File: src/rtl/riscv_hwloop_pkg.sv
// Shared types and constants for the hardware-loop controller.
// Covers the loop count, the FSM states, the decrement pulses and the counter classes.
package riscv_hwloop_pkg;

  localparam int N_HWLP = 2;

  typedef enum logic [1:0] {
    IDLE  = 2'd0,
    CHAIN = 2'd1,
    JUMP  = 2'd2
  } hwlp_state_e;

  typedef enum logic [1:0] {
    CNT_ZERO = 2'd0,
    CNT_ONE  = 2'd1,
    CNT_MANY = 2'd2
  } cnt_class_e;

  localparam logic [1:0] DEC_LOOP0 = 2'b01;
  localparam logic [1:0] DEC_LOOP1 = 2'b10;
  localparam logic [1:0] DEC_NONE  = 2'b00;

endpackage

File: src/rtl/riscv_hwloop_match.sv
// Per-loop end-of-body detector.
// Compares the decode PC with the loop end address and classifies the remaining count.
module riscv_hwloop_match
  import riscv_hwloop_pkg::*;
(
  input  logic [31:0] pc,
  input  logic        pc_valid,
  input  logic [31:0] end_addr,
  input  logic [31:0] counter,
  output logic        hit,
  output cnt_class_e  cnt_class
);

  // Classify the counter and detect a live loop reaching its last instruction.
  always_comb begin
    cnt_class = CNT_ZERO;
    if (counter == 32'd0) begin
      cnt_class = CNT_ZERO;
    end else if (counter == 32'd1) begin
      cnt_class = CNT_ONE;
    end else begin
      cnt_class = CNT_MANY;
    end
    hit = pc_valid && (pc == end_addr) && (cnt_class != CNT_ZERO);
  end

endmodule

File: src/rtl/riscv_hwloop_controller.sv
// Two-level hardware-loop controller.
// Issues counter-decrement pulses and loop-back jumps; loop 0 is the inner loop and wins.
module riscv_hwloop_controller #(
  parameter int N_HWLP = riscv_hwloop_pkg::N_HWLP
) (
  input  logic                  clk,
  input  logic                  rst,
  input  logic [31:0]           current_pc_i,
  input  logic                  pc_valid_i,
  input  logic [N_HWLP*32-1:0]  hwlp_start_addr_i,
  input  logic [N_HWLP*32-1:0]  hwlp_end_addr_i,
  input  logic [N_HWLP*32-1:0]  hwlp_counter_i,
  input  logic                  jump_ack_i,
  output logic                  hwlp_jump_o,
  output logic [31:0]           hwlp_targ_addr_o,
  output logic [N_HWLP-1:0]     hwlp_dec_cnt_o,
  output logic                  busy_o
);

  import riscv_hwloop_pkg::*;

  hwlp_state_e state;
  logic [N_HWLP-1:0] hit;
  cnt_class_e        cls [N_HWLP];

  // Outer-loop action deferred by one cycle when the inner loop exits at the same PC.
  logic [31:0] chain_start;
  logic        chain_many;

  for (genvar k = 0; k < N_HWLP; k++) begin : g_match
    riscv_hwloop_match u_match (
      .pc        (current_pc_i),
      .pc_valid  (pc_valid_i),
      .end_addr  (hwlp_end_addr_i[k*32 +: 32]),
      .counter   (hwlp_counter_i[k*32 +: 32]),
      .hit       (hit[k]),
      .cnt_class (cls[k])
    );
  end

  // Loop-control FSM; every output is a register updated here.
  always_ff @(posedge clk) begin
    if (rst) begin
      state            <= IDLE;
      hwlp_jump_o      <= 1'b0;
      hwlp_targ_addr_o <= 32'd0;
      hwlp_dec_cnt_o   <= DEC_NONE;
      busy_o           <= 1'b0;
      chain_start      <= 32'd0;
      chain_many       <= 1'b0;
    end else begin
      case (state)
        IDLE: begin
          if (hit[0]) begin
            hwlp_dec_cnt_o <= DEC_LOOP0;
            if (cls[0] == CNT_MANY) begin
              state            <= JUMP;
              busy_o           <= 1'b1;
              hwlp_jump_o      <= 1'b1;
              hwlp_targ_addr_o <= hwlp_start_addr_i[31:0];
            end else if (hit[1]) begin
              // Inner loop finished on the outer loop's end: service loop 1 next cycle.
              state       <= CHAIN;
              busy_o      <= 1'b1;
              chain_start <= hwlp_start_addr_i[63:32];
              chain_many  <= (cls[1] == CNT_MANY);
            end else begin
              state  <= IDLE;
              busy_o <= 1'b0;
            end
          end else if (hit[1]) begin
            hwlp_dec_cnt_o <= DEC_LOOP1;
            if (cls[1] == CNT_MANY) begin
              state            <= JUMP;
              busy_o           <= 1'b1;
              hwlp_jump_o      <= 1'b1;
              hwlp_targ_addr_o <= hwlp_start_addr_i[63:32];
            end else begin
              state  <= IDLE;
              busy_o <= 1'b0;
            end
          end else begin
            hwlp_dec_cnt_o <= DEC_NONE;
            state          <= IDLE;
            busy_o         <= 1'b0;
          end
        end
        CHAIN: begin
          hwlp_dec_cnt_o <= DEC_LOOP1;
          if (chain_many) begin
            state            <= JUMP;
            busy_o           <= 1'b1;
            hwlp_jump_o      <= 1'b1;
            hwlp_targ_addr_o <= chain_start;
          end else begin
            state  <= IDLE;
            busy_o <= 1'b0;
          end
        end
        JUMP: begin
          hwlp_dec_cnt_o <= DEC_NONE;
          if (jump_ack_i) begin
            state       <= IDLE;
            busy_o      <= 1'b0;
            hwlp_jump_o <= 1'b0;
          end else begin
            state  <= JUMP;
            busy_o <= 1'b1;
          end
        end
        default: begin
          state          <= IDLE;
          busy_o         <= 1'b0;
          hwlp_jump_o    <= 1'b0;
          hwlp_dec_cnt_o <= DEC_NONE;
        end
      endcase
    end
  end

endmodule

File: config.mk
export PLATFORM = sky130hd
export DESIGN_NAME = riscv_hwloop_controller
export DESIGN_NICKNAME = d
export VERILOG_FILES = /design/src/rtl/riscv_hwloop_pkg.sv /design/src/rtl/riscv_hwloop_match.sv /design/src/rtl/riscv_hwloop_controller.sv
export SDC_FILE = /design/constraint.sdc
export NUM_CORES = 1
export LEC_CHECK = 0
export BUFFER_PORTS_ARGS = -buffer_cell sky130_fd_sc_hd__buf_2
export CAP_MARGIN = 0
export CORE_AREA = 2 2 104 106
export DETAILED_ROUTE_END_ITERATION = 8
export DIE_AREA = 0 0 106 108
export PLACE_DENSITY_LB_ADDON = 0.1
export SYNTH_ARGS = -nofsm -noshare
export SYNTH_HDL_FRONTEND = slang
export SYNTH_SLANG_ARGS = --single-unit
File: constraint.sdc
create_clock -name clk -period 4.4 [get_ports clk]
set_input_delay 0.44 -clock clk [delete_from_list [all_inputs] [get_ports clk]]
set_output_delay 0.44 -clock clk [all_outputs]
set_load 0.02 [all_outputs]
==> results of run 1 <==
==> area by class of cell <==
type	instances	area [um2]
Clock buffer	10	138
Inverter	3	11.3
Fill cell	1014	4600
Clock inverter	5	81.3
Tap cell	136	170
Multi-Input combinational cell	339	2460
Timing Repair Buffer	267	1350
Antenna cell	1	2.50
Sequential cell	71	1420
==> per-layer routing <==
metal	up-vias	global-route usage, %	share of wire [%]
li1	2090	-	-
met1	1870	29.1	44
met2	167	38.7	47
met3	19	5.85	6.8
met4	0	6.39	1.8
met5	-	0	0
==> sequential cells by signal, indices dropped and copies added, names as in the netlist <==
register / cells
busy_o: 1
chain_many: 1
chain_start: 32
hwlp_dec_cnt_o: 2
hwlp_jump_o: 1
hwlp_targ_addr_o: 32
state: 2
==> worst max path at each step <==
| stage | slack, ns | cells past startpoint | end |
|---|---|---|---|
| floorplan | 2.21 | 9 | hwlp_targ_addr_o[0] |
| global placement | 1.32 | 9 | hwlp_targ_addr_o[27] |
| detailed placement | 1.25 | 9 | hwlp_targ_addr_o[27] |
| CTS | 1.61 | 9 | hwlp_targ_addr_o[27] |
| global route | 1.40 | 9 | hwlp_targ_addr_o[27] |
| finish | 1.63 | 9 | hwlp_targ_addr_o[27] |
==> power groups by stage <==
stage | clock (mW) | sequential [mW] | combinational, mW
finish | 0.583 | 0.642 | 0.218
global route | 0.629 | 0.642 | 0.241
floorplan | 0 | 0.657 | 0.0822
detailed placement | 0 | 0.657 | 0.218
CTS | 0.601 | 0.642 | 0.220
global placement | 0 | 0.657 | 0.215
==> through the flow <==
stage / area, um2 / cells / power, mW / hold slack, ns
after global placement: 5410 / 816 / 0.872 / 0.445
after CTS: 5630 / 831 / 1.46 / 0.328
after floorplan: 4090 / 441 / 0.739 / 0.451
after detailed placement: 5410 / 816 / 0.875 / 0.458
after global routing: 5630 / 832 / 1.51 / 0.349
final: 5630 / 832 / 1.44 / 0.339
==> critical path: stages <==
cell and delay (ns):
buf_2 0.09, nor4_1 0.29, nand4_1 0.11, or2_1 0.33
o2111ai_4 0.68, buf_4 0.45, mux2i_1 0.23, a21oi_1 0.08
a22o_1 0.27
==> cells in the mapped netlist, types with 2 or more instances <==
cell	number	share of area [%]
nand2b_1	2	0.31
buf_2	3	0.37
buf_8	3	1.1
buf_6	6	1.7
a21oi_1	37	4.5
clkbuf_1	8	0.73
mux2i_1	64	16
dlygate4sd3_1	3	0.73
nor2_1	69	6.3
xnor2_1	21	4.5
dfxtp_1	71	35
nor4_2	3	0.92
buf_4	4	0.73
inv_1	3	0.28
nor4_1	23	3.5
a22o_1	32	6.9
nand2_1	5	0.46
nor3_1	7	0.86
and3_1	2	0.31
nand4_1	14	2.1
xor2_1	42	9.0
==> cell families (layout without fill, tap and decap cells) <==
logic type / after synthesis / in the layout / share of synthesized area, %
flip-flops: 71 / 71 / 34.8
AO/OA/AOI/OAI: 78 / 78 / 13.5
AND/OR/NAND/NOR: 134 / 134 / 16.8
multiplexers: 64 / 64 / 15.7
XOR/XNOR: 63 / 63 / 13.5
buffers and inverters: 31 / 285 / 5.72
other: 0 / 1 / 0
==> run_results.csv, run 1 <==
group,metric,value,unit
outcome,status,"finished clean",
cells_and_area,final_common_cell,"buf_2",
floorplan,io_pins,264,
critical_path,r2r-start,"state[0]",
pwr,ir_drop,0.160,mV
cells_and_area,final_layout_size_suffix_gt1_share,42.4,%
sta,rsz0062_at_grt,"no",
synthesis,synth_cells,441,
sta,fin_crit,2.77,ns
clocking,post_cts_buffers,0,
floorplan,start_util,40.0,%
pwr,p_leak,3.13,nW
clocking,cts_resized,0,
floorplan,rows,37,
critical_path,reg2reg_depth,4,
sta,tightest_slew,1.23,ns
clocking,cts_sinks,71,
route,wl_per_cell,15.7,um
pwr,power_density,256,mW/mm2
route,viasPerCell,4.98,
synthesis,syn_nets,669,
clocking,htree_num_levels,3,
critical_path,cp_max_fo,19,
sta,totalNegativeSetupSlack,0,ns
critical_path,arrival,3.01,ns
pwr,p_switching,0.350,mW
synthesis,syn_avg_cell_area,9.27,um2
pwr,swShare,24.3,%
synthesis,ys_seq_area_share,34.8,%
critical_path,critical_path_required,4.64,ns
cells_and_area,final_cell_mix,"buf_2 (263), dfxtp_1 (71), nor2_1 (69)",
floorplan,dieArea,0.0114,mm2
sta,setup_ws,1.63,ns
sta,finalSetupViolations,0,
critical_path,r2r_end,"hwlp_targ_addr_o[27]",
pwr,combPwrFrac,15.1,%
route,firstDrtPassIters,4,
sta,max-slew-margin-rel,18.2,%
placement,pre_cts_ws,1.25,ns
synthesis,synth_ff_type,"dfxtp_1",
clocking,hold_buffers,0,
min_path,whs_endpoint,"chain_start[14]",
grt,grt_pass1_vias,4185,
cells_and_area,final_core_util,55.0,%
grt,grt_max_degree,65,
pwr,p_seq_share,44.5,%
min_path,worstHoldPathCells,3,
sta,fin_crit_sh,63.0,%
cells_and_area,final_nets,919,
critical_path,worstSetupEndpointType,"flip-flop",
floorplan,die_y,108,um
synthesis,yosysWarnings,0,
sta,finClkSkew,0.00722,ns
critical_path,crit_start,"hwlp_counter_i[1]",
clocking,clk_latency,0.35,ns
placement,post-dp-hpwl,10600,um
route,drt_iter0_markers,175,
clocking,clk_path_buf_depth,2,
min_path,hold_class,"in -> reg",
synthesis,synth.cell_area,0.00409,mm2
synthesis,async_reset_ff_share,0,%
floorplan,core_area,0.0102,mm2
route,ant_nets,0,
floorplan,dieWidth,106,um
critical_path,crit_type,"in -> reg",
clocking,ctsRootBufferMaster,"clkbuf_8",
cells_and_area,syn_to_final_growth,37.7,%
grt,antenna_found_initial,1,
route,detailroute.via_count,4146,
sta,drv_slew,0,
placement,gp_congestion,0.953,
clocking,clk_pin_slew,0.07,ns
sta,hold_violations,0,
min_path,hold_start,"hwlp_start_addr_i[46]",
pwr,internal_power,1.09,mW
grt,grt_pass1_wl,20700,um
synthesis,ys_seq_elements,71,
route,drc,0,
synthesis,synth_edf_count,0,
clocking,numCtsBuffers,9,
sta,fmax,361,MHz
clocking,cts_tree,"done",
pwr,clock_power_share,40.4,%
placement,portBuffers,263,
run,maxCapViolations,0,
critical_path,worst-r2r-setup-slack,2.34,ns
synthesis,synth_cell_types,40,
critical_path,start_kind,"input pin",
grt,grt_usage,22.9,%
grt,grt_remaining_overflow,0,
route,routed_wirelength,13100,um
(Power assumes the default switching activity.)
==> run 2, diff against run 1 <==
- CORE_AREA: 2 2 104 106 -> 2 2 101 103
- DIE_AREA: 0 0 106 108 -> 0 0 103 105
- clock period: 4.4 -> 2.6 ns (I/O delays scaled with it)
==> run_results.csv, run 2 (synthesis results as in run 1) <==
group,metric,value,unit
floorplan,core_area,0.00964,mm2
sta,holdWs,0.159,ns
sta,fin_crit_sh,87.6,%
pwr,ir_drop,0.269,mV
grt,grt_pass1_vias,4236,
critical_path,crit_buf_inv,1,
grt,antenna_found_initial,0,
floorplan,start_util,42.4,%
clocking,cts_resized,0,
run,maxCapViolations,0,
critical_path,worstSetupEndpointType,"flip-flop",
critical_path,slowest_stage,"a21oi_4",
clocking,numCtsBuffers,9,
placement,placed_area,0.00550,mm2
clocking,cts_tree,"done",
clocking,hold_buffers,0,
sta,drv_slew,0,
critical_path,crit_path_max_incr_delay,0.78,ns
floorplan,die_y,105,um
route,detailroute.via_count,4204,
sta,finClkSkew,0.0130,ns
cells_and_area,final_nets,928,
route,routed_wirelength,12700,um
clocking,clk_pin_slew,0.09,ns
grt,grt_usage,23.4,%
route,viasPerCell,5.02,
placement,post-dp-hpwl,10200,um
placement,place_inst,822,
pwr,finalPower,2.37,mW
clocking,htree_num_levels,3,
floorplan,dieWidth,103,um
placement,gp_congestion,0.934,
route,drt_iter0_markers,99,
sta,finalSetupViolations,0,
clocking,ctsRootBufferMaster,"clkbuf_8",
cells_and_area,multiInputGateArea,0.00246,mm2
cells_and_area,seqCellArea,0.00142,mm2
grt,grt_pass1_wl,19900,um
min_path,hold_class,"in -> reg",
clocking,clk_latency,0.35,ns
cells_and_area,design_area,0.00570,mm2
outcome,status,"finished clean",
sta,max-slew-margin-rel,35.7,%
clocking,clk_path_buf_depth,2,
sta,rsz0062_at_grt,"no",
floorplan,rows,36,
cells_and_area,final_cell_mix,"buf_2 (263), dfxtp_1 (71), nor2_1 (69)",
critical_path,cp_max_fo,32,
floorplan,dieArea,0.0108,mm2
cells_and_area,final_cells,838,
cells_and_area,syn_to_final_growth,39.5,%
critical_path,critical-path-top-delay-family,"compound AO/OA/AOI/OAI gates",
clocking,post_cts_buffers,0,
cells_and_area,antenna_cells,0,
sta,fin_crit,2.28,ns
route,drc,0,
cells_and_area,final_layout_size_suffix_gt1_share,43.1,%
sta,tightest_slew,0.962,ns
critical_path,critical_path_required,2.89,ns
critical_path,start_kind,"input pin",
cells_and_area,fill_cells,943,
pwr,p_leak,3.18,nW
cells_and_area,final_core_util,59.2,%
route,firstDrtPassIters,4,
pwr,power_density,416,mW/mm2
critical_path,worstPathCellList,"buf_2, nor4_1, nand4_1, or2_1, a41o_2, a31o_1, a21oi_4, a22o_1",
critical_path,arrival,2.57,ns
sta,fmax,439,MHz
route,ant_nets,0,
critical_path,crit_type,"in -> reg",
floorplan,io_pins,264,
sta,hold_violations,0,
placement,portBuffers,263,
grt,grt_remaining_overflow,0,
cells_and_area,reg_top3,"chain_start x32, hwlp_targ_addr_o x32",
route,wl_per_cell,15.1,um
clocking,cts_sinks,71,
cells_and_area,final_common_cell,"buf_2",
grt,grt_max_degree,33,
-- run 2: changes by cell type in the layout (fill, tap and decap cells not counted), sizes merged --
cell    previous run  this run
diode              1         0
inv                4         5
buf              267       276
clkbuf            10        11
bufinv             2         1
-- run 2: area by class of cell --
class / count / area share (%)
repair buffers: 276 / 25.2
clock inverters: 5 / 1.12
multi-input cells: 339 / 43.1
clock buffers: 11 / 2.48
flip-flops and latches: 71 / 24.9
inverters: 3 / 0.197
well taps: 133 / 2.92
-- run 2: worst reg2reg max path, cell delays in order (launching register included) --
cell and delay (ns):
dfxtp_1 0.41, a41o_2 0.26, a31o_1 0.23, a21oi_4 0.78, a22o_1 0.27
-- run 2: per-layer routing --
layer,vias up,global-route usage [%],routed length [um]
met2,166,41.3,6330
met5,-,0,0
met1,1906,27.1,5140
met3,25,6.42,947
li1,2107,-,-
met4,0,7.05,244
-- run 2: path summary, 6_finish.rpt --
kind,cells past startpoint,endpoint,from,slack (ns)
max,8,hwlp_targ_addr_o[15],hwlp_counter_i[8],0.32
min,3,chain_start[10],hwlp_start_addr_i[42],0.16
min reg2reg,2,hwlp_jump_o,hwlp_jump_o,0.47
max reg2reg,4,hwlp_targ_addr_o[15],state[0],0.61
-- run 2: per-stage QoR --
stage,setup slack [ns],setup TNS [ns]
floorplan,0.595,0
global placement,0.00859,0
detailed placement,-0.0437,-0.893
CTS,0.319,0
global route,0.0879,0
finish,0.321,0
-- run 2: report_power, final --
part / switching [mW] / internal (mW) / leakage (nW)
clock network: 0.442 / 0.479 / 0.101
registers: 0.000000000227 / 1.09 / 0.571
logic: 0.165 / 0.203 / 2.50
total: 0.608 / 1.77 / 3.18
